`src/rtl/i2c_write_arbiter.sv`:
```
// i2c_write_arbiter
// Shares one I2C master between four write requesters using round-robin
// arbitration with a rotating priority pointer. Each grant performs one
// single-byte write: the winner's address/data are latched, a start strobe
// is held low until the master reports busy, and completion (with an error
// flag for NACK or launch timeout) is returned as a one-cycle done pulse.
//
// Build option: define I2C_ARB_WDOG_EN to compile in a BUSY watchdog that
// pulses m_reset low for two cycles and fails the transfer when the master
// stays busy for WDOG_CYC cycles. Without the macro, BUSY waits forever.
module i2c_write_arbiter #(
  parameter int LAUNCH_TO = 8,
  parameter int WDOG_CYC  = 127
) (
  input  logic        clk,
  input  logic        reset,
  input  logic [3:0]  req,
  input  logic [27:0] req_addr,
  input  logic [31:0] req_data,
  output logic [3:0]  done,
  output logic [3:0]  err,
  output logic        busy,
  output logic [6:0]  m_addr,
  output logic [7:0]  m_data_tx,
  output logic        m_start,
  input  logic        m_ready,
  input  logic        m_ack_fail,
  output logic        m_reset
);

  typedef enum logic [1:0] {
    IDLE   = 2'd0,
    LAUNCH = 2'd1,
    BUSY   = 2'd2,
    FINISH = 2'd3
  } state_t;

  // Last LAUNCH count value before giving up on the master.
  localparam logic [3:0] LAUNCH_LAST = 4'(LAUNCH_TO - 1);

  // Rotating-priority pick: first set request at or after the pointer.
  function automatic logic [1:0] rr_pick(input logic [3:0] req_v,
                                         input logic [1:0] ptr_v);
    logic [1:0] idx;
    logic       found;
    rr_pick = ptr_v;
    found   = 1'b0;
    for (int k = 0; k < 4; k++) begin
      idx = ptr_v + 2'(k);
      if (!found && req_v[idx]) begin
        rr_pick = idx;
        found   = 1'b1;
      end else begin
        found = found;
      end
    end
  endfunction

  // One-hot decode of a requester index.
  function automatic logic [3:0] onehot(input logic [1:0] g);
    case (g)
      2'd0:    onehot = 4'b0001;
      2'd1:    onehot = 4'b0010;
      2'd2:    onehot = 4'b0100;
      2'd3:    onehot = 4'b1000;
      default: onehot = 4'b0000;
    endcase
  endfunction

  // Slave address slice belonging to requester g.
  function automatic logic [6:0] addr_of(input logic [27:0] a,
                                         input logic [1:0]  g);
    case (g)
      2'd0:    addr_of = a[6:0];
      2'd1:    addr_of = a[13:7];
      2'd2:    addr_of = a[20:14];
      2'd3:    addr_of = a[27:21];
      default: addr_of = a[6:0];
    endcase
  endfunction

  // Data byte slice belonging to requester g.
  function automatic logic [7:0] data_of(input logic [31:0] d,
                                         input logic [1:0]  g);
    case (g)
      2'd0:    data_of = d[7:0];
      2'd1:    data_of = d[15:8];
      2'd2:    data_of = d[23:16];
      2'd3:    data_of = d[31:24];
      default: data_of = d[7:0];
    endcase
  endfunction

  state_t     state_r,      state_s;
  logic [1:0] ptr_r,        ptr_s;
  logic [1:0] grant_r,      grant_s;
  logic [3:0] launch_cnt_r, launch_cnt_s;
  logic       nack_r,       nack_s;
  logic       timeout_r,    timeout_s;
  logic [3:0] done_r,       done_s;
  logic [3:0] err_r,        err_s;
  logic       busy_r,       busy_s;
  logic [6:0] m_addr_r,     m_addr_s;
  logic [7:0] m_data_r,     m_data_s;
  logic       m_start_r,    m_start_s;
  logic [1:0] pick_s;
  logic [3:0] grant_oh_s;

`ifdef I2C_ARB_WDOG_EN
  localparam int WDOG_W = $clog2(WDOG_CYC + 1);
  localparam logic [WDOG_W-1:0] WDOG_LAST = WDOG_W'(WDOG_CYC - 1);

  logic [WDOG_W-1:0] wdog_cnt_r,   wdog_cnt_s;
  logic [1:0]        wdog_pulse_r, wdog_pulse_s;
`endif

  assign pick_s     = rr_pick(req, ptr_r);
  assign grant_oh_s = onehot(grant_r);

  // Next-state and next-output computation for the arbiter FSM.
  always_comb begin
    state_s      = state_r;
    ptr_s        = ptr_r;
    grant_s      = grant_r;
    launch_cnt_s = launch_cnt_r;
    nack_s       = nack_r;
    timeout_s    = timeout_r;
    done_s       = 4'b0000;
    err_s        = 4'b0000;
    m_addr_s     = m_addr_r;
    m_data_s     = m_data_r;
    m_start_s    = 1'b1;
`ifdef I2C_ARB_WDOG_EN
    wdog_cnt_s   = wdog_cnt_r;
    wdog_pulse_s = (wdog_pulse_r != 2'd0) ? (wdog_pulse_r - 2'd1) : 2'd0;
`endif

    case (state_r)
      IDLE: begin
        if (m_ready && (req != 4'b0000)) begin
          grant_s      = pick_s;
          ptr_s        = pick_s + 2'd1;
          m_addr_s     = addr_of(req_addr, pick_s);
          m_data_s     = data_of(req_data, pick_s);
          m_start_s    = 1'b0;
          launch_cnt_s = 4'd0;
          state_s      = LAUNCH;
        end else begin
          state_s = IDLE;
        end
      end

      LAUNCH: begin
        if (!m_ready) begin
          // Master has accepted the start; release the strobe on this edge.
          m_start_s = 1'b1;
          state_s   = BUSY;
        end else if (launch_cnt_r >= LAUNCH_LAST) begin
          // Master never went busy: fail the transfer.
          timeout_s = 1'b1;
          done_s    = grant_oh_s;
          err_s     = grant_oh_s;
          state_s   = FINISH;
        end else begin
          m_start_s    = 1'b0;
          launch_cnt_s = (launch_cnt_r == 4'hF) ? 4'hF : (launch_cnt_r + 4'd1);
        end
      end

      BUSY: begin
        // A NACK pulse can be a single cycle, so capture it sticky.
        nack_s = nack_r | ~m_ack_fail;
        if (m_ready) begin
          done_s  = grant_oh_s;
          err_s   = grant_oh_s & {4{nack_s | timeout_r}};
          state_s = FINISH;
        end
`ifdef I2C_ARB_WDOG_EN
        else if (wdog_cnt_r >= WDOG_LAST) begin
          done_s       = grant_oh_s;
          err_s        = grant_oh_s;
          wdog_pulse_s = 2'd2;
          state_s      = FINISH;
        end else begin
          wdog_cnt_s = wdog_cnt_r + WDOG_W'(1);
        end
`else
        else begin
          state_s = BUSY;
        end
`endif
      end

      FINISH: begin
        nack_s       = 1'b0;
        timeout_s    = 1'b0;
        launch_cnt_s = 4'd0;
`ifdef I2C_ARB_WDOG_EN
        wdog_cnt_s   = '0;
`endif
        state_s      = IDLE;
      end

      default: begin
        state_s = IDLE;
      end
    endcase

    busy_s = (state_s != IDLE);
  end

  // State, pointer and registered-output update with synchronous reset.
  always_ff @(posedge clk) begin
    if (!reset) begin
      state_r      <= IDLE;
      ptr_r        <= 2'd0;
      grant_r      <= 2'd0;
      launch_cnt_r <= 4'd0;
      nack_r       <= 1'b0;
      timeout_r    <= 1'b0;
      done_r       <= 4'b0000;
      err_r        <= 4'b0000;
      busy_r       <= 1'b0;
      m_addr_r     <= 7'd0;
      m_data_r     <= 8'd0;
      m_start_r    <= 1'b1;
`ifdef I2C_ARB_WDOG_EN
      wdog_cnt_r   <= '0;
      wdog_pulse_r <= 2'd0;
`endif
    end else begin
      state_r      <= state_s;
      ptr_r        <= ptr_s;
      grant_r      <= grant_s;
      launch_cnt_r <= launch_cnt_s;
      nack_r       <= nack_s;
      timeout_r    <= timeout_s;
      done_r       <= done_s;
      err_r        <= err_s;
      busy_r       <= busy_s;
      m_addr_r     <= m_addr_s;
      m_data_r     <= m_data_s;
      m_start_r    <= m_start_s;
`ifdef I2C_ARB_WDOG_EN
      wdog_cnt_r   <= wdog_cnt_s;
      wdog_pulse_r <= wdog_pulse_s;
`endif
    end
  end

  assign done      = done_r;
  assign err       = err_r;
  assign busy      = busy_r;
  assign m_addr    = m_addr_r;
  assign m_data_tx = m_data_r;
  assign m_start   = m_start_r;

  // Master reset tracks our reset directly so a mid-transfer reset also
  // returns the master to idle; the watchdog can additionally pulse it.
`ifdef I2C_ARB_WDOG_EN
  assign m_reset = reset & ~(wdog_pulse_r != 2'd0);
`else
  assign m_reset = reset;
`endif

endmodule

```
`config.mk`:
```
export PLATFORM = sky130hd
export DESIGN_NAME = i2c_write_arbiter
export DESIGN_NICKNAME = d
export VERILOG_FILES = /design/src/rtl/i2c_write_arbiter.sv
export SDC_FILE = /design/constraint.sdc
export NUM_CORES = 1
export LEC_CHECK = 0
export ABC_AREA = 1
export ABC_CLOCK_PERIOD_IN_PS = 5700
export CAP_MARGIN = 20
export CORE_ASPECT_RATIO = 1.2
export CORE_MARGIN = 10
export CORE_UTILIZATION = 46
export DETAILED_ROUTE_END_ITERATION = 8
export MAX_ROUTING_LAYER = met4
export PLACE_DENSITY = 0.85
export SYNTH_ARGS = -nofsm -noshare
export SYNTH_HDL_FRONTEND = slang
export SYNTH_SLANG_ARGS = --single-unit
```
`constraint.sdc`:
```
create_clock -name clk -period 5.7 [get_ports clk]
set_clock_uncertainty 0.2 [all_clocks]
set_input_delay 1.14 -clock clk [delete_from_list [all_inputs] [get_ports clk]]
set_output_delay 1.14 -clock clk [all_outputs]
set_load 0.02 [all_outputs]
```
==> metrics.csv <==
stage,metric,value,unit
status,status,completed,
timing,Setup TNS,0,ps
flow_run,Max Cap Viol,0,
global_routing,largest net degree at the start of global routing,27,
route,WL per Instance,14.4,µm
synthesis,"EDFF count, synth",0,
synthesis,"Seq/Total Area, Yosys",33.0,%
clocking,CTS sink cnt,37,
pwr,Leak Pwr,1.36,nW
floorplanning,IO Pins,94,
synthesis,Unique masters post-synth,31,
route,DRT met1 WL,2.80,mm
placement,worst slack at placement,1480,ps
worst_setup_path,Max stage delay on crit path,520,ps
clocking,Worst-path clk slew,80,ps
timing,Final Hold Fails,0,
floorplanning,Vert. Die Dim,96.5,µm
synthesis,Synth area leaders,"dfxtp_1 (33%), nand2_1 (18%), a21oi_1 (8.9%), nand3_1 (5.8%), ha_1 (5.6%)",
synthesis,syn avg cell area,6.86,µm²
synthesis,most instantiated cells after synthesis,"nand2_1 (106), a21oi_1 (40), dfxtp_1 (37), inv_1 (26), nand3_1 (26)",
route,post-DR vias/cell,5.29,
placement,Port Buffer Count,93,
floorplanning,starting density of the core,48.1,%
synthesis,post-synth net total,405,
timing,Final Cycle Share,68.5,%
timing,min setup slack post-route,1790,ps
route,drt pass-1 iters,4,
worst_hold_path,Hold Path Origin,m_addr[6],
pwr,Comb pwr share,50.6,%
synthesis,cell count after synthesis,327,
route,Final Routed Wirelength,6.80,mm
synthesis,"Async S/R FF share, synth",0,%
synthesis,cell type with the largest total area after synthesis,dfxtp_1,
clocking,clock root buffer,clkbuf_8,
timing,Worst-Margin Slew,732,ps
timing,final setup fails,0,
pwr,sw power,0.423,mW
clocking,Num CTS Buffers,5,
timing,RSZ-0062 raised after global routing,false,
timing,Final Max Slew Viols,0,
route,Routed Antenna Nets,0,
cells_and_area,ant diodes,0,
worst_setup_path,Worst Setup SP,req[0],
timing,Final min period,3910,ps
route,WL met2,3.06,mm
pwr,Switching Fraction,42.0,%
worst_setup_path,CP max FO,16,
synthesis,Mapped Area,2240,µm²
pwr,PwrDens,310,nW/µm²
placement,Placer Congestion,0.881,
synthesis,cell with the most instances after synthesis,nand2_1,
worst_setup_path,slowest CP cell,clkdlybuf4s50_1,
clocking,postcts setup bufs,0,
pwr,internal power,0.583,mW
cells_and_area,Area Growth Syn to Fin,44.8,%
global_routing,first-pass GRT wire length,11.1,mm
cells_and_area,layout cells sized above 1,7.51,%
floorplanning,Die ar.,8080,µm²
pwr,Clk network pwr share,18.1,%
placement,Detail Placement HPWL,5.47,mm
worst_setup_path,Startpoint Class,input pin,
worst_setup_path,crit path DAT,3870,ps
cells_and_area,Post-Layout Cell Count,471,
worst_setup_path,worst reg2reg startpoint,ptr_r[0],
worst_setup_path,Crit Path Category,input pin to flip-flop,
worst_setup_path,CP required,5660,ps
route,DR WL met3,773,µm
worst_hold_path,HP Class,flip-flop to flip-flop,
clocking,H-Tree Level Count,2,
worst_setup_path,cell repeated most along the worst path,nand2_2,
route,top routing layer used,met4,
timing,Slew Limit Headroom,50.9,%
global_routing,antenna violations before repair,0,
route,DRC,0,
clocking,# hold bufs at CTS,0,
placement,cell total after placement,463,
route,drt first-iter violations,114,
floorplanning,Core Rows,27,
pwr,Flop pwr share,31.3,%
pwr,PnR Total Power,1.01,mW
worst_setup_path,CP cell instances,clkdlybuf4s50_1 > nand2_1 > nand2_1 > nand2_2 > nand2_4 > nand3_1 > nand2_2 > nand2_2 > nand2_2 > nand2_1 > inv_1 > ha_1 > inv_1 > o211ai_1 > a21oi_1,
synthesis,top_reg_cell synth,dfxtp_1,
timing,Fmax,256,MHz
global_routing,vias in the first global route,2545,
global_routing,"Remaining Overflow, GRT",0,
floorplanning,die width,83.7,µm
route,via count,2491,
clocking,CTS tree,built,
synthesis,Yosys top cell area share,33.0,%
clocking,CTS max path bufs,2,
floorplanning,area of the core,4660,µm²
synthesis,Yosys Warn Count,0,
clocking,worst skew pair latency,300,ps
clocking,Post-CTS Resized,0,
synthesis,#FFs+latches synth,37,
cells_and_area,Final #Nets,490,
worst_setup_path,reg2reg setup slack,2280,ps
pwr,VDD IR max,0.000156,V
worst_setup_path,CP endpoint kind,flip-flop,
global_routing,GRT Util Overall,17.1,%
[power groups by stage]
stage,Clock [mW],Combinational [mW],Sequential (mW)
CTS,0.184,0.511,0.315
floorplan,0,0.317,0.343
detailed placement,0,0.509,0.320
global route,0.193,0.567,0.319
finish,0.182,0.509,0.315
global placement,0,0.500,0.318
[worst max-delay path: cells and delay by family]
family	cells	cell delay (ps)
buffers and inverters	3	1000
AND/OR/NAND/NOR	9	790
adder cells (fa/ha/maj)	1	520
AO/OA/AOI/OAI	2	390
[per-stage QoR]
stage | utilization (%) | area, µm² | hold slack (ps)
CTS | 69.6 | 3250 | 266
detailed placement | 67.8 | 3160 | 254
global placement | 67.8 | 3160 | 252
global route | 69.6 | 3250 | 293
finish | 69.6 | 3250 | 269
floorplan | - | 2240 | 258
[kinds of logic after synthesis]
family | Yosys count | synth area share, %
AND/OR/NAND/NOR | 165 | 34.5
flip-flops | 37 | 33.0
adder cells (fa/ha/maj) | 10 | 5.58
buffers and inverters | 46 | 9.10
AO/OA/AOI/OAI | 69 | 17.8
[registers in the layout (all words and copies together), names as in the netlist]
| register | count |
|---|---|
| busy | 1 |
| done | 4 |
| err | 4 |
| grant_r | 2 |
| launch_cnt_r | 4 |
| m_addr | 7 |
| m_data_tx | 8 |
| m_start | 1 |
| nack_r | 1 |
| ptr_r | 2 |
| state_r | 2 |
| timeout_r | 1 |
[cell usage in the layout (no fill, tap or decap), types with 3 or more instances in the layout]
cell | netlist | layout
a21oi_1 | 40 | 40
clkbuf_8 | 0 | 5
clkdlybuf4s50_1 | 0 | 93
dfxtp_1 | 37 | 37
ha_1 | 10 | 10
inv_1 | 26 | 26
inv_2 | 3 | 3
nand2_1 | 106 | 106
nand2_2 | 6 | 6
nand3_1 | 26 | 26
nand3_2 | 5 | 5
nor2_1 | 8 | 8
nor3_1 | 5 | 5
o211ai_1 | 16 | 16
o21ai_0 | 6 | 6
o21ai_1 | 3 | 3
[worst paths after layout]
check	endpoint	depth (start not counted)
setup / recovery	m_addr[1]	15
hold / removal	m_addr[6]	2
setup reg to reg	m_addr[1]	16
hold reg to reg	m_addr[6]	2
[area by class of cell]
type	count	area, µm²
Clock buffer	5	68.8
Multi-Input combinational cell	244	1300
Clock inverter	3	17.5
Tap cell	58	72.6
Sequential cell	37	741
Timing Repair Buffer	93	931
Fill cell	412	1420
Inverter	31	119
[layer usage]
metal  global-route usage (%)  up-vias
li1                         -     1246
met1                     17.1     1115
met2                     27.9      114
met3                     9.05       16
met4                     7.12        0
met5                        -        -
Power figures use the tool's default switching activity.
